<file path="src/rtl/rgb_sel_gen_pkg.sv">
// Shared constants and helpers for the RGB layer-select arbiter.
// Select is one-hot across 16 tiles plus the title; all-zero means black.
package rgb_sel_gen_pkg;

  localparam int unsigned N_TILES_DEF = 16;
  localparam int unsigned SEL_W       = 17;
  localparam int unsigned TITLE_BIT   = 16;

  typedef logic [SEL_W-1:0] sel_t;

  localparam sel_t SEL_NONE = 17'b0;
  localparam sel_t SEL_ONE  = 17'h00001;

  function automatic sel_t sel_onehot(input int idx);
    sel_onehot = SEL_ONE << idx;
  endfunction

endpackage

</file>
<file path="src/rtl/rgb_sel_gen_if.sv">
// Pixel-side bundle between the layer generators and the RGB select arbiter.
interface rgb_sel_gen_if;
  import rgb_sel_gen_pkg::*;

  logic        pix_tick;
  logic        video_on;
  logic        vsync;
  logic [15:0] tile_on;
  logic        title_on;
  logic        hl_en;
  logic [3:0]  hl_idx;
  sel_t        sel_rgb;
  logic        sel_valid;
  logic        blink_phase;

  modport master (
    output pix_tick, video_on, vsync, tile_on, title_on, hl_en, hl_idx,
    input  sel_rgb, sel_valid, blink_phase
  );

  modport slave (
    input  pix_tick, video_on, vsync, tile_on, title_on, hl_en, hl_idx,
    output sel_rgb, sel_valid, blink_phase
  );
endinterface

</file>
<file path="src/rtl/rgb_sel_gen_blink_timer.sv">
// Highlight blink timer: counts vsync rising edges and toggles the blink phase
// every BLINK_FRAMES frames while highlighting is enabled.
module rgb_blink_timer #(
  parameter int unsigned BLINK_FRAMES = 15,
  parameter int unsigned FCNT_W       = 8
) (
  input  logic clk,
  input  logic reset_n,
  input  logic i_vsync,
  input  logic i_hl_en,
  output logic o_blink_phase
);

  localparam logic [FCNT_W-1:0] LP_LAST = FCNT_W'(BLINK_FRAMES - 1);
  localparam logic [FCNT_W-1:0] LP_ONE  = FCNT_W'(1);

  logic              r_vsync_q;
  logic [FCNT_W-1:0] r_fcnt;
  logic              r_blink_phase;
  logic              w_frame_evt;

  assign w_frame_evt   = i_vsync & ~r_vsync_q;
  assign o_blink_phase = r_blink_phase;

  // Disabling the highlight parks the timer so a new highlight starts visible.
  always_ff @(posedge clk or negedge reset_n) begin
    if (!reset_n) begin
      r_vsync_q     <= 1'b0;
      r_fcnt        <= '0;
      r_blink_phase <= 1'b0;
    end else begin
      r_vsync_q <= i_vsync;
      if (!i_hl_en) begin
        r_fcnt        <= '0;
        r_blink_phase <= 1'b0;
      end else if (w_frame_evt) begin
        if (r_fcnt == LP_LAST) begin
          r_fcnt        <= '0;
          r_blink_phase <= ~r_blink_phase;
        end else begin
          r_fcnt <= r_fcnt + LP_ONE;
        end
      end else begin
        r_fcnt        <= r_fcnt;
        r_blink_phase <= r_blink_phase;
      end
    end
  end

endmodule

</file>
<file path="src/rtl/rgb_sel_gen.sv">
// Per-pixel layer arbiter feeding MUX_RGB: masks the blinking highlight,
// resolves title/tile priority and registers a one-hot select on each pix_tick.
module rgb_sel_gen
  import rgb_sel_gen_pkg::*;
#(
  parameter int unsigned N_TILES      = N_TILES_DEF,
  parameter int unsigned BLINK_FRAMES = 15,
  parameter int unsigned FCNT_W       = 8
) (
  input  logic          clk,
  input  logic          reset_n,
  rgb_sel_gen_if.slave  bus
);

  logic              w_blink_phase;
  logic [N_TILES-1:0] w_eff_on;
  sel_t              w_sel;
  sel_t              r_sel_rgb;
  logic              r_sel_valid;

  rgb_blink_timer #(
    .BLINK_FRAMES (BLINK_FRAMES),
    .FCNT_W       (FCNT_W)
  ) u_blink (
    .clk           (clk),
    .reset_n       (reset_n),
    .i_vsync       (bus.vsync),
    .i_hl_en       (bus.hl_en),
    .o_blink_phase (w_blink_phase)
  );

  // Mask the hidden highlight, then scan high-to-low so the lowest set tile wins.
  always_comb begin
    w_eff_on = bus.tile_on;
    if (bus.hl_en && w_blink_phase) begin
      w_eff_on[bus.hl_idx] = 1'b0;
    end else begin
      w_eff_on = bus.tile_on;
    end

    w_sel = SEL_NONE;
    for (int i = N_TILES - 1; i >= 0; i--) begin
      if (w_eff_on[i]) begin
        w_sel = sel_onehot(i);
      end else begin
        w_sel = w_sel;
      end
    end

    if (bus.title_on) begin
      w_sel = sel_onehot(TITLE_BIT);
    end else begin
      w_sel = w_sel;
    end

    if (!bus.video_on) begin
      w_sel = SEL_NONE;
    end else begin
      w_sel = w_sel;
    end
  end

  // Output registers advance only on the pixel-rate enable.
  always_ff @(posedge clk or negedge reset_n) begin
    if (!reset_n) begin
      r_sel_rgb   <= SEL_NONE;
      r_sel_valid <= 1'b0;
    end else if (bus.pix_tick) begin
      r_sel_rgb   <= w_sel;
      r_sel_valid <= (w_sel != SEL_NONE);
    end else begin
      r_sel_rgb   <= r_sel_rgb;
      r_sel_valid <= r_sel_valid;
    end
  end

  assign bus.sel_rgb     = r_sel_rgb;
  assign bus.sel_valid   = r_sel_valid;
  assign bus.blink_phase = w_blink_phase;

endmodule
</file>
<file path="src/flat_wrapper.sv">
// flat-port wrapper written by rule: the top's interface ports become plain ports
module rgb_sel_gen_flat import rgb_sel_gen_pkg::*;
#(
  parameter int unsigned N_TILES      = N_TILES_DEF,
  parameter int unsigned BLINK_FRAMES = 15,
  parameter int unsigned FCNT_W       = 8
)
  (clk, reset_n, bus_pix_tick, bus_video_on, bus_vsync, bus_tile_on, bus_title_on, bus_hl_en, bus_hl_idx, bus_sel_rgb, bus_sel_valid, bus_blink_phase);
  rgb_sel_gen_if bus_i ();
  input  logic clk;
  input  logic reset_n;
  input wire logic [$bits(bus_i.pix_tick)-1:0] bus_pix_tick;
  input wire logic [$bits(bus_i.video_on)-1:0] bus_video_on;
  input wire logic [$bits(bus_i.vsync)-1:0] bus_vsync;
  input wire logic [$bits(bus_i.tile_on)-1:0] bus_tile_on;
  input wire logic [$bits(bus_i.title_on)-1:0] bus_title_on;
  input wire logic [$bits(bus_i.hl_en)-1:0] bus_hl_en;
  input wire logic [$bits(bus_i.hl_idx)-1:0] bus_hl_idx;
  output wire logic [$bits(bus_i.sel_rgb)-1:0] bus_sel_rgb;
  output wire logic [$bits(bus_i.sel_valid)-1:0] bus_sel_valid;
  output wire logic [$bits(bus_i.blink_phase)-1:0] bus_blink_phase;
  assign bus_i.pix_tick = bus_pix_tick;
  assign bus_i.video_on = bus_video_on;
  assign bus_i.vsync = bus_vsync;
  assign bus_i.tile_on = bus_tile_on;
  assign bus_i.title_on = bus_title_on;
  assign bus_i.hl_en = bus_hl_en;
  assign bus_i.hl_idx = bus_hl_idx;
  assign bus_sel_rgb = bus_i.sel_rgb;
  assign bus_sel_valid = bus_i.sel_valid;
  assign bus_blink_phase = bus_i.blink_phase;
  rgb_sel_gen #(.N_TILES(N_TILES), .BLINK_FRAMES(BLINK_FRAMES), .FCNT_W(FCNT_W)) u_core (.clk(clk), .reset_n(reset_n), .bus(bus_i));
endmodule
</file>
<file path="config.mk">
export PLATFORM = sky130hd
export DESIGN_NAME = rgb_sel_gen_flat
export DESIGN_NICKNAME = d
export VERILOG_FILES = /design/src/rtl/rgb_sel_gen_pkg.sv /design/src/rtl/rgb_sel_gen_if.sv /design/src/rtl/rgb_sel_gen_blink_timer.sv /design/src/rtl/rgb_sel_gen.sv /design/src/flat_wrapper.sv
export SDC_FILE = /design/constraint.sdc
export NUM_CORES = 1
export LEC_CHECK = 0
export CAP_MARGIN = 20
export CORE_MARGIN = 3
export CORE_UTILIZATION = 49
export CTS_CLUSTER_DIAMETER = 50
export CTS_CLUSTER_SIZE = 30
export DETAILED_ROUTE_END_ITERATION = 10
export GPL_ROUTABILITY_DRIVEN = 0
export HOLD_SLACK_MARGIN = 0.02
export PLACE_DENSITY = 0.78
export SKIP_LAST_GASP = 1
export SYNTH_ARGS = -nofsm -noshare
export SYNTH_HDL_FRONTEND = slang
export SYNTH_SLANG_ARGS = --single-unit
export TNS_END_PERCENT = 5
</file>
<file path="constraint.sdc">
create_clock -name clk -period 2.7 [get_ports clk]
set_clock_uncertainty 0.05 [all_clocks]
set_input_delay 0.54 -clock clk [delete_from_list [all_inputs] [get_ports clk]]
set_output_delay 0.54 -clock clk [all_outputs]
set_load 0.05 [all_outputs]
</file>
==> results of run 1 <==
==> cell families after synthesis <==
family,count (synthesis),synth area share [%]
AND/OR/NAND/NOR,84,27.1
XOR/XNOR,3,1.41
adder cells (fa/ha/maj),2,1.34
flip-flops,28,37.6
AO/OA/AOI/OAI,71,26.2
buffers and inverters,20,4.16
multiplexers,4,2.28
==> cells in the final DEF (no fill, tap or decap), types with 2 or more instances in the layout <==
cell / Yosys / layout
nand4_1: 5 / 5
o32ai_1: 3 / 3
o2bb2ai_1: 6 / 6
a21oi_1: 10 / 10
o2111ai_1: 2 / 2
inv_1: 13 / 13
nor2b_1: 7 / 7
a31oi_1: 4 / 4
buf_4: 0 / 18
nand2_1: 15 / 15
and4b_1: 2 / 2
clkdlybuf4s50_1: 0 / 45
nor3_1: 6 / 6
and3_1: 3 / 3
o21bai_1: 2 / 2
mux2i_1: 2 / 2
a21boi_0: 2 / 2
clkbuf_8: 0 / 3
xnor2_1: 2 / 2
nand2b_1: 6 / 6
o21ai_0: 23 / 23
a22o_1: 2 / 2
nand4b_1: 3 / 3
nand3_1: 7 / 7
and2_1: 5 / 5
ha_1: 2 / 2
nor2_1: 9 / 9
o31ai_1: 2 / 2
o211ai_1: 2 / 2
dfrtp_1: 28 / 28
or3_1: 4 / 4
or2_2: 4 / 4
==> how the worst min path moves through the flow <==
stage	end	slack, ps	depth (start not counted)
after floorplan	u_core.bus.sel_rgb[0]$_DFFE_PN0P_	190	0
after global placement	u_core.bus.sel_rgb[12]$_DFFE_PN0P_	420	2
after detailed placement	u_core.bus.sel_rgb[12]$_DFFE_PN0P_	420	2
after CTS	u_core.bus.sel_rgb[12]$_DFFE_PN0P_	450	2
after global routing	u_core.bus.sel_rgb[10]$_DFFE_PN0P_	460	1
final	u_core.bus.sel_rgb[12]$_DFFE_PN0P_	440	2
==> power groups by stage <==
stage                     sequential, uW  clock, uW  combinational (uW)
final                                431        336                 179
after global routing                 432        356                 195
after detailed placement             439          0                 176
after global placement               439          0                 175
after floorplan                      454          0                62.0
after CTS                            430        338                 178
==> metrics by stage <==
step	TNS [ps]	cells	total power [uW]
after CTS	0	319	947
final	0	319	945
after global placement	0	315	614
after floorplan	0	212	516
after global routing	0	319	983
after detailed placement	-30.2	315	615
==> flip-flops by register name, summed over array words and instances, names as in the netlist <==
register                      count
u_core.bus.sel_rgb               17
u_core.u_blink.r_fcnt             8
u_core.bus.sel_valid              1
u_core.u_blink.o_blink_phase      1
u_core.u_blink.r_vsync_q          1
==> metal layers <==
layer	global-route usage, %	routed length (um)	vias to the layer above
met5	0	0	-
met4	6.33	59	0
met3	2.83	235	7
met2	36.3	2130	62
met1	35.4	2420	860
li1	-	-	915
==> worst register-to-register path: stages, from the launching register on <==
cell and delay (ps):
dfrtp_1 530, nand4b_2 200, or3_1 400, o211ai_1 240
a21boi_0 280, o2111a_1 230, a211o_1 100
==> layout make-up <==
type,count,area [um2]
Timing Repair Buffer,63,586
Multi-Input combinational cell,164,1090
Fill cell,277,940
Inverter,14,52.6
Tap cell,46,57.6
Sequential cell,28,701
Clock inverter,1,30.0
Clock buffer,3,41.3
==> impl_summary.log, run 1 <==
[metrics] Comb power frac: 18.9%
[metrics] Startpoint Class: primary input
[metrics] Maximum Capacitance Violations: 0
[metrics] clock-pin slew on the worst setup and hold paths: 100 ps
[metrics] worst min-delay path category: reg -> reg
[metrics] top achievable clock speed: 0.412 GHz
[metrics] worst flop-to-flop path endpoint: u_core.bus.sel_valid$_DFFE_PN0P_
[metrics] slowest cell on the critical path: clkdlybuf4s50_1
[metrics] count of flip-flops with a built-in enable after synthesis: 0
[metrics] # nets final: 303
[metrics] number of cells on the critical path: 8
[metrics] critical path data required time: 2880 ps
[metrics] clock sink total: 28
[metrics] Die Footprint: 4580 um2
[metrics] count of vias placed by the detailed router: 1844
[metrics] internal power: 707 uW
[metrics] sum of overflow across all layers after global routing: 0
[metrics] CP endpoint kind: flip-flop
[metrics] post-route DRC violation count: 0
[metrics] Setup Crit Path Kind: in -> reg
[metrics] post-synthesis instance area: 1870 um2
[metrics] Critical Path End: u_core.bus.sel_valid$_DFFE_PN0P_
[metrics] Worst Max-Slew Pin Slew: 580 ps
[metrics] Tcrit/Tclk final: 89.9%
[metrics] H-Tree Level Count: 1
[metrics] via count of the first global-routing pass: 1798
[metrics] final core utilization: 73.1%
[metrics] number of standard-cell rows in the floorplan: 21
[metrics] Critical path buffers and inverters: 2
[metrics] Max Fanout on Critical Path: 13
[metrics] Die X: 67.7 um
[metrics] Net Count, Synth: 241
[metrics] maximum buffer depth of the clock tree: 2
[metrics] cell area after placement: 2480 um2
[metrics] Most used DFF post-synth: dfrtp_1
[metrics] Clock Latency Late Sink: 280 ps
[metrics] Iteration-0 DRC Markers: 113
[metrics] critical path startpoint: bus_hl_idx[0]
[metrics] total detailed-routing wirelength: 4850 um
[metrics] Area contributors post-synth: dfrtp_1 (38%), o21ai_0 (6.2%), nand2_1 (3.0%)
[metrics] area of the core: 3490 um2
[metrics] number of diodes: 0
[metrics] final worst-path setup slack: 273 ps
[metrics] maximum number of pins on one net before global-route repair: 29
[metrics] post-cts gate resize count: 0
[metrics] TritonCTS clock tree: yes
[metrics] startpoint of the lowest-slack register-to-register path: u_core.u_blink.o_blink_phase$_DFFE_PN0P_
[metrics] cell depth of the worst flop-to-flop path: 6
[metrics] commonest cells in the synthesized netlist: dfrtp_1 (28), o21ai_0 (23), nand2_1 (15)
[metrics] Avg Inst Size Synth: 8.80 um2
[metrics] cell type contributing the most total cell area after synthesis: dfrtp_1
[metrics] share of the synthesized area in the top cell type: 37.6%
[metrics] number of hold violations in the final report: 0
[metrics] Largest stage delay, worst path: 470 ps
[metrics] part of the power in the clock network: 35.5%
[metrics] DP Worst Slack: -15.4 ps
[metrics] worst voltage drop across the vdd grid: 0.197 mV
[metrics] initial core utilization: 53.4%
[metrics] status: finished, final reports clean
[metrics] Setup Fix Bufs, Post-CTS: 0
[metrics] number of max-slew violations in the final report: 0
[metrics] startpoint of the most critical hold path: u_core.bus.sel_rgb[12]$_DFFE_PN0P_
[metrics] Lkg Pwr: 0.00102 uW
[metrics] leading cell type by number of instances after synthesis: dfrtp_1
[metrics] register share of total power: 45.5%
[metrics] total net switching power: 239 uW
[metrics] power density normalized to cell area: 370 nW/um2
[metrics] fraction of layout instances using a drive strength above 1: 11.7%
[metrics] number of unique standard cell types used by synthesis: 56
[metrics] flop and latch count out of synthesis: 28
[metrics] part of the Yosys area used for sequential elements: 37.6%
[metrics] number of antenna violations at the first check in global routing: 0
[metrics] max_slew headroom: 60.4%
[metrics] drt first pass iters: 4
[metrics] Post-DP HPWL: 3680 um
[metrics] unrepaired setup endpoints after global routing: false
[metrics] Switching Share: 25.3%
[metrics] worst endpoint data arrival time: 2600 ps
[metrics] Hold WS: 438 ps
[metrics] count of final setup violators: 0
[metrics] IO buf count: 45
[metrics] root cell of the clock tree: clkbuf_8
[metrics] first-pass GRT wire length: 8370 um
[metrics] total non-filler cell area in the finished layout: 2550 um2
[metrics] post-synthesis instance total: 212
[metrics] vertical die dimension: 67.7 um
[metrics] via-per-instance ratio: 5.78
[metrics] register-to-register setup slack: 620 ps
[metrics] Ys Warns: 0
[metrics] global-route usage over all layers: 23.8%
[metrics] final period demand of the worst path: 2430 ps
[metrics] remaining number of nets flagged by the antenna check after routing: 0
[metrics] routed len/inst: 15.2 um
[metrics] cells along the critical path: clkdlybuf4s50_1, buf_4, nand2b_1, or4_1, o211ai_1, a21boi_0, o2111a_1, a211o_1
[metrics] share of synthesized flip-flops with an asynchronous set or reset: 100%
[metrics] Largest delay share family, worst path: compound AO/OA/AOI/OAI gates
[metrics] area overhead of the layout relative to synthesis: 37.0%
[metrics] boundary pin count: 46
[metrics] cts bufs inserted: 3
[metrics] hold bufs inserted after CTS: 0
Power figures use the tool's default switching activity.
==> run 2: changes to the inputs <==
--- a/config.mk
+++ b/config.mk
@@ -9,7 +9,6 @@
 export CORE_MARGIN = 3
 export CORE_UTILIZATION = 49
 export CTS_CLUSTER_DIAMETER = 50
-export CTS_CLUSTER_SIZE = 30
 export DETAILED_ROUTE_END_ITERATION = 10
 export GPL_ROUTABILITY_DRIVEN = 0
 export HOLD_SLACK_MARGIN = 0.02
==> results of run 2 <==
The final DEF is identical to that of run 1; final timing and power are the same.
